File: src/rtl/md5_iter_core.sv
// Iterative MD5 compression core: one pre-padded 512-bit block per job,
// STEPS_PER_CYCLE chained steps per clock, digest returned with the caller tag.
`timescale 1ns/1ps
module md5_iter_core #(
  parameter int unsigned STEPS_PER_CYCLE = 4,
  parameter int unsigned TAG_W           = 8
) (
  input  logic             clk,
  input  logic             rst,
  input  logic             flush,
  input  logic             in_valid,
  output logic             in_ready,
  input  logic [511:0]     in_block,
  input  logic [TAG_W-1:0] in_tag,
  output logic             out_valid,
  input  logic             out_ready,
  output logic [127:0]     out_digest,
  output logic [TAG_W-1:0] out_tag,
  output logic             busy
);

  localparam logic [31:0] IV_A = 32'h67452301;
  localparam logic [31:0] IV_B = 32'hefcdab89;
  localparam logic [31:0] IV_C = 32'h98badcfe;
  localparam logic [31:0] IV_D = 32'h10325476;

  localparam logic [5:0] CNT_STEP = 6'(STEPS_PER_CYCLE);
  localparam logic [5:0] CNT_LAST = 6'(64 - STEPS_PER_CYCLE);

  localparam logic [31:0] K_TAB [64] = '{
    32'hd76aa478, 32'he8c7b756, 32'h242070db, 32'hc1bdceee,
    32'hf57c0faf, 32'h4787c62a, 32'ha8304613, 32'hfd469501,
    32'h698098d8, 32'h8b44f7af, 32'hffff5bb1, 32'h895cd7be,
    32'h6b901122, 32'hfd987193, 32'ha679438e, 32'h49b40821,
    32'hf61e2562, 32'hc040b340, 32'h265e5a51, 32'he9b6c7aa,
    32'hd62f105d, 32'h02441453, 32'hd8a1e681, 32'he7d3fbc8,
    32'h21e1cde6, 32'hc33707d6, 32'hf4d50d87, 32'h455a14ed,
    32'ha9e3e905, 32'hfcefa3f8, 32'h676f02d9, 32'h8d2a4c8a,
    32'hfffa3942, 32'h8771f681, 32'h6d9d6122, 32'hfde5380c,
    32'ha4beea44, 32'h4bdecfa9, 32'hf6bb4b60, 32'hbebfbc70,
    32'h289b7ec6, 32'heaa127fa, 32'hd4ef3085, 32'h04881d05,
    32'hd9d4d039, 32'he6db99e5, 32'h1fa27cf8, 32'hc4ac5665,
    32'hf4292244, 32'h432aff97, 32'hab9423a7, 32'hfc93a039,
    32'h655b59c3, 32'h8f0ccc92, 32'hffeff47d, 32'h85845dd1,
    32'h6fa87e4f, 32'hfe2ce6e0, 32'ha3014314, 32'h4e0811a1,
    32'hf7537e82, 32'hbd3af235, 32'h2ad7d2bb, 32'heb86d391
  };

  // Rotate amounts indexed by {round, step[1:0]}
  localparam logic [4:0] S_TAB [16] = '{
    5'd7, 5'd12, 5'd17, 5'd22, 5'd5, 5'd9,  5'd14, 5'd20,
    5'd4, 5'd11, 5'd16, 5'd23, 5'd6, 5'd10, 5'd15, 5'd21
  };

  typedef enum logic [1:0] {S_IDLE, S_RUN, S_DONE} state_t;

  state_t             state_q, state_d;
  logic [5:0]         cnt_q;
  logic [31:0]        a_q, b_q, c_q, d_q;
  logic [31:0]        a_n, b_n, c_n, d_n;
  logic [511:0]       block_q;
  logic [TAG_W-1:0]   tag_q;
  logic [127:0]       digest_q;
  logic [TAG_W-1:0]   out_tag_q;
  logic [31:0]        w [16];
  logic               accept, run_step, finish;

  function automatic logic [31:0] bswap32(input logic [31:0] x);
    return {x[7:0], x[15:8], x[23:16], x[31:24]};
  endfunction

  // Top half of {x,x} shifted left is the 32-bit left rotate.
  function automatic logic [31:0] rotl32(input logic [31:0] x, input logic [4:0] s);
    logic [63:0] dbl;
    dbl = {x, x} << s;
    return dbl[63:32];
  endfunction

  always_comb begin
    for (int unsigned j = 0; j < 16; j++) begin
      w[j] = bswap32(block_q[480 - 32*j +: 32]);
    end
  end

  always_comb begin : step_chain
    logic [31:0] a, b, c, d, f, t, rot;
    logic [5:0]  idx;
    logic [3:0]  g;
    logic [1:0]  rnd;
    a = a_q;
    b = b_q;
    c = c_q;
    d = d_q;
    f = '0;
    t = '0;
    rot = '0;
    idx = '0;
    g = '0;
    rnd = '0;
    for (int unsigned k = 0; k < STEPS_PER_CYCLE; k++) begin
      idx = cnt_q + 6'(k);
      rnd = idx[5:4];
      case (rnd)
        2'd0: begin f = (b & c) | (~b & d); g = idx[3:0];                end
        2'd1: begin f = (d & b) | (~d & c); g = idx[3:0] * 4'd5 + 4'd1; end
        2'd2: begin f = b ^ c ^ d;          g = idx[3:0] * 4'd3 + 4'd5; end
        default: begin f = c ^ (b | ~d);    g = idx[3:0] * 4'd7;        end
      endcase
      t   = a + f + K_TAB[idx] + w[g];
      rot = rotl32(t, S_TAB[{rnd, idx[1:0]}]);
      a = d;
      d = c;
      c = b;
      b = b + rot;
    end
    a_n = a;
    b_n = b;
    c_n = c;
    d_n = d;
  end

  always_ff @(posedge clk or posedge rst) begin
    if (rst) state_q <= S_IDLE;
    else     state_q <= state_d;
  end

  always_comb begin
    state_d = state_q;
    if (flush) begin
      state_d = S_IDLE;
    end else begin
      case (state_q)
        S_IDLE:  if (in_valid)             state_d = S_RUN;
        S_RUN:   if (cnt_q == CNT_LAST)    state_d = S_DONE;
        S_DONE:  if (out_ready)            state_d = S_IDLE;
        default:                           state_d = S_IDLE;
      endcase
    end
  end

  always_comb begin
    in_ready  = (state_q == S_IDLE) && !rst;
    out_valid = (state_q == S_DONE);
    busy      = (state_q != S_IDLE);
  end

  assign accept   = (state_q == S_IDLE) && in_valid && !flush;
  assign run_step = (state_q == S_RUN) && !flush;
  assign finish   = run_step && (cnt_q == CNT_LAST);

  always_ff @(posedge clk or posedge rst) begin
    if (rst) begin
      cnt_q     <= '0;
      a_q       <= '0;
      b_q       <= '0;
      c_q       <= '0;
      d_q       <= '0;
      block_q   <= '0;
      tag_q     <= '0;
      digest_q  <= '0;
      out_tag_q <= '0;
    end else begin
      if (accept) begin
        block_q <= in_block;
        tag_q   <= in_tag;
        a_q     <= IV_A;
        b_q     <= IV_B;
        c_q     <= IV_C;
        d_q     <= IV_D;
        cnt_q   <= '0;
      end else if (run_step) begin
        a_q   <= a_n;
        b_q   <= b_n;
        c_q   <= c_n;
        d_q   <= d_n;
        cnt_q <= cnt_q + CNT_STEP;
      end
      if (finish) begin
        digest_q  <= {bswap32(a_n + IV_A), bswap32(b_n + IV_B),
                      bswap32(c_n + IV_C), bswap32(d_n + IV_D)};
        out_tag_q <= tag_q;
      end
    end
  end

  assign out_digest = digest_q;
  assign out_tag    = out_tag_q;

endmodule

File: config.mk
export PLATFORM = sky130hd
export DESIGN_NAME = md5_iter_core
export DESIGN_NICKNAME = d
export VERILOG_FILES = /design/src/rtl/md5_iter_core.sv
export SDC_FILE = /design/constraint.sdc
export NUM_CORES = 2
export LEC_CHECK = 0
export ABC_AREA = 1
export BUFFER_PORTS_ARGS = -buffer_cell sky130_fd_sc_hd__buf_4
export CORE_ASPECT_RATIO = 1.1
export CORE_MARGIN = 1.5
export CORE_UTILIZATION = 58
export CTS_CLUSTER_SIZE = 14
export DETAILED_ROUTE_END_ITERATION = 10
export PLACE_DENSITY_LB_ADDON = 0.3
export SYNTH_ARGS = -nofsm -noshare
export SYNTH_HDL_FRONTEND = slang
export SYNTH_SLANG_ARGS = --single-unit
File: constraint.sdc
create_clock -name clk -period 68.6 [get_ports clk]
set_clock_uncertainty 0.15 [all_clocks]
set_input_delay 6.86 -clock clk [delete_from_list [all_inputs] [get_ports clk]]
set_output_delay 6.86 -clock clk [all_outputs]
set_load 0.005 [all_outputs]
==> out/qor.yml, run 1 <==
syn-cell-area_um2: 76800
grt_pass1_vias: 92545
placed_cells: 13340
synth_seq_cells: 790
synth-xor-area-share: 0.0359
ys_types: 80
synth-main-ff-cell: "dfrtp_1"
die_h_um: 385
grt_max_degree: 232
outcome: "did not finish"
post_cts_resized: 0
syn_area_per_cell_um2: 6.75
place_congestion: 1.27
synth_compound_area_frac: 0.258
grt_first_pass_wirelength_um: 702000
error: "[ERROR GRT-0116] Global routing finished with congestion. Check the congestion regions in the DRC Viewer."
grt_overflow: 149
synth_async_sr_flop_share: 1.00
synth_edf_count: 0
die_w_um: 350
post_cts_buffers: 0
ctsHoldBuffers: 0
synth.area.mux_share: 0.00456
std_cell_rows: 139
stop_stage: "5_1_grt"
port-buffer-count: 663
h-tree-depth: 3
cts_buffer_depth: 3
yosys.area_share.adder: 0.117
yosysWarningCount: 0
synth-simple-area-share: 0.230
synthCells: 11381
seq_area_frac_synth: 0.257
synth.largest_area_cell: "dfrtp_1"
grtUsageTotal: 0.724
synthTopCellsByCount: "nand2_1 (2747), o21ai_0 (1440), inv_1 (1273)"
ys_top_cells_by_area: "dfrtp_1 (26%), nand2_1 (13%), o21ai_0 (9.4%), fa_1 (6.6%), inv_1 (6.2%)"
start_util: 0.587
cts.sinks: 790
synth_top_family_by_area: "compound AO/OA/AOI/OAI gates"
dpl.hpwl_um: 350000
root_buffer: "clkbuf_16"
netlist.area_leader.share: 0.257
synth_most_common_cell: "nand2_1"
boundaryPins: 664
cts_buffers: 90
## logic make-up after synthesis
family                     Yosys count
and+or+nand+nor                   4333
AOI/OAI and AO/OA                 3388
buffers and inverters             1981
DFF                                790
adders and majority gates          564
xor gates and xnor gates           288
muxes                               35
other                                2
## metrics by stage
step / hold WS, ns / worst slack (ns) / cell area [um^2] / utilization
after global placement: 0.307 / 38.25 / 83200 / 0.635
after detailed placement: 0.314 / 37.93 / 83200 / 0.635
after CTS: 0.337 / 37.83 / 86500 / 0.660
after floorplan: 0.299 / 39.41 / 76900 / -
## per-layer routing
| metal | track usage | GRT overflow |
|---|---|---|
| met4 | 0.731 | 60 |
| met1 | 0.741 | 0 |
| met3 | 0.520 | 5 |
| met2 | 0.908 | 84 |
| met5 | 0.233 | 0 |
==> inputs of run 2 (changes only) <==
--- a/config.mk
+++ b/config.mk
@@ -7,12 +7,10 @@
 export LEC_CHECK = 0
 export ABC_AREA = 1
 export BUFFER_PORTS_ARGS = -buffer_cell sky130_fd_sc_hd__buf_4
-export CORE_ASPECT_RATIO = 1.1
 export CORE_MARGIN = 1.5
-export CORE_UTILIZATION = 58
-export CTS_CLUSTER_SIZE = 14
+export CORE_UTILIZATION = 40
 export DETAILED_ROUTE_END_ITERATION = 10
-export PLACE_DENSITY_LB_ADDON = 0.3
+export PLACE_DENSITY_LB_ADDON = 0.15
 export SYNTH_ARGS = -nofsm -noshare
 export SYNTH_HDL_FRONTEND = slang
 export SYNTH_SLANG_ARGS = --single-unit
==> run 2 against run 1 <==
The flow now finishes, with violations (max-capacitance violations, max-slew violations). Synthesized cell count unchanged. Synthesized area did not move.
==> out/qor.yml, run 2 <==
cp_common_cell: "nand2_1"
max_freq_mhz: 28.0
reg2reg_slack_ns: 32.83
place_congestion: 1.14  # -10%
drt-initial-drc-count: 15067
drt-wirelength-per-cell_um: 37.3
ctsHoldBuffers: 0  # unchanged
r2r_start: "cnt_q[5]$_DFFE_PP0P_"
cts.sinks: 790  # unchanged
std_cell_rows: 160  # +15%
crit_slowest_cell: "clkinv_1"
antenna_found_initial: 64
syn_area_per_cell_um2: 6.75  # unchanged
required_ns: 69.14
hold_ws_ns: 0.327
grt_pass1_vias: 84227
viasPerCell: 6.45
grt_first_pass_wirelength_um: 715000
grt_setup_unrepaired: "no"
die_w_um: 441  # +26%
vias: 92519
post_cts_resized: 0  # unchanged
grt_max_degree: 229
layout-drive-gt1-share: 0.115
ys_types: 80  # unchanged
outcome: "complete, but fails checks"
port-buffer-count: 663  # unchanged
dpl.hpwl_um: 419000  # +20%
r2r-end: "out_digest[71]$_DFFE_PP0P_"
violations: "max-capacitance violations, max-slew violations"
use_met3: 0.197
synth_async_sr_flop_share: 1.00  # unchanged
slew_headroom: -0.139
grtUsageMet2: 0.761
first_pass_iters: 11
die_h_um: 441  # +15%
grt_overflow: 0
boundaryPins: 664  # unchanged
synthTopCellsByCount: "nand2_1 (2747), o21ai_0 (1440), inv_1 (1273)"
path_class: "reg -> reg"
endpoint: "out_digest[71]$_DFFE_PP0P_"
tritoncts: "built"
hp-class: "reg -> reg"
synth_seq_cells: 790  # unchanged
worst_pin_slew_ns: 1.71
finalSetupViolCount: 0
root_buffer: "clkbuf_16"
clkLatencyLatePin_ns: 0.84
final.period_utilization: 0.521
start_kind: "register"
cpPeakStageDelay_ns: 1.23
startpoint: "cnt_q[5]$_DFFE_PP0P_"
finalWirelength_um: 535000
ant_nets: 0
cts_buffer_depth: 3  # unchanged
crit_fanout: 73
synth.largest_area_cell: "dfrtp_1"
start_util: 0.403  # -0.184
synth_most_common_cell: "nand2_1"
slew_violations: 5
post_cts_buffers: 0  # unchanged
seq_area_frac_synth: 0.257  # unchanged
finalSetupTns_ns: 0
synthCells: 11381  # unchanged
ys_top_cells_by_area: "dfrtp_1 (26%), nand2_1 (13%), o21ai_0 (9.4%), fa_1 (6.6%), inv_1 (6.2%)"
area_delta_synth_final_pct: 14.9
drc: 0
final_common_cell: "nand2_1"
use_met1: 0.600
arrival_ns: 36.31
final_cell_mix: "nand2_1 (2742), o21ai_0 (1440), inv_1 (1263), buf_4 (852), a21oi_1 (834)"
dieArea_um2: 195000
syn-cell-area_um2: 76800  # unchanged
synth-main-ff-cell: "dfrtp_1"
core_area_um2: 191000
yosysWarningCount: 0  # unchanged
grtUsageTotal: 0.536
cap_violations: 2
period_needed_ns: 35.77
top_usage_layer: "met2"
hold_viol: 0
clkTransAtPathRegs_ns: 0.06
cts_buffers: 99  # +10%
top_register: "block_q"
largest_reg_flops: 512
r2r_cells: 138
fin_nets: 12801
h-tree-depth: 3  # unchanged
netlist.area_leader.share: 0.257  # unchanged
synth_edf_count: 0  # unchanged
endpoint_kind: "register"
run 2: cell counts after synthesis:
Identical to the previous run, type by type.
run 2: critical path: cells and delay by family (launching register included):
family,cells,cell delay (ns)
xor gates and xnor gates,7,2.65
buffers and inverters,18,4.68
adders and majority gates,16,7.39
AOI/OAI and AO/OA,38,9.64
DFF,1,0.70
muxes,2,0.91
and+or+nand+nor,57,9.29
run 2: worst min-delay path by stage:
stage                                      from  slack, ns  cells after the start                           to
floorplan                  tag_q[0]$_DFFE_PP0P_       0.30                      2         tag_q[0]$_DFFE_PP0P_
detailed placement         tag_q[5]$_DFFE_PP0P_       0.31                      2       out_tag[5]$_DFFE_PP0P_
finish                     tag_q[5]$_DFFE_PP0P_       0.33                      2       out_tag[5]$_DFFE_PP0P_
CTS                        tag_q[5]$_DFFE_PP0P_       0.33                      2       out_tag[5]$_DFFE_PP0P_
global placement         out_tag[7]$_DFFE_PP0P_       0.31                      2       out_tag[7]$_DFFE_PP0P_
global route        out_digest[127]$_DFFE_PP0P_       0.35                      2  out_digest[127]$_DFFE_PP0P_
run 2: kinds of logic (layout without fill, tap and decap cells):
kind of cell,Yosys count,in the layout,synth area share
other cells,2,59,0.0000977
fa+ha+maj,564,564,0.117
compound gates,3388,3388,0.258
simple gates,4333,4333,0.230
flops,790,790,0.257
xor+xnor,288,288,0.0359
buf+inv,1981,2386,0.0974
mux,35,35,0.00456
run 2: metal layers:
metal  wire, um  vias to the layer above
met1     182000                    43873
met3      66500                     2231
met5        434                        -
met4      69200                       46
met2     217000                     7529
li1           -                    38840
run 2: layout make-up:
cell class | instances | area (um^2)
Fill cell | 19309 | 102000
Multi-Input combinational cell | 8619 | 50000
Tap cell | 2511 | 3140
Clock buffer | 121 | 2700
Clock inverter | 63 | 888
Inverter | 1336 | 5050
Sequential cell | 790 | 19800
Antenna cell | 48 | 120
Timing Repair Buffer | 866 | 6660
run 2: stage by stage:
stage | cell area [um^2] | util | std cells | setup WS [ns]
after floorplan | 76900 | - | 11390 | 39.41
after CTS | 88100 | 0.462 | 14303 | 34.68
after global placement | 84500 | 0.443 | 14119 | 34.40
after global routing | 88200 | 0.463 | 14316 | 32.24
final | 88300 | 0.463 | 14354 | 32.83
after detailed placement | 84500 | 0.443 | 14119 | 34.82
Power of run 2 is left out: the tool's default activity adds up to more than one toggle a clock period on the data nets, which glitch-free logic cannot reach.
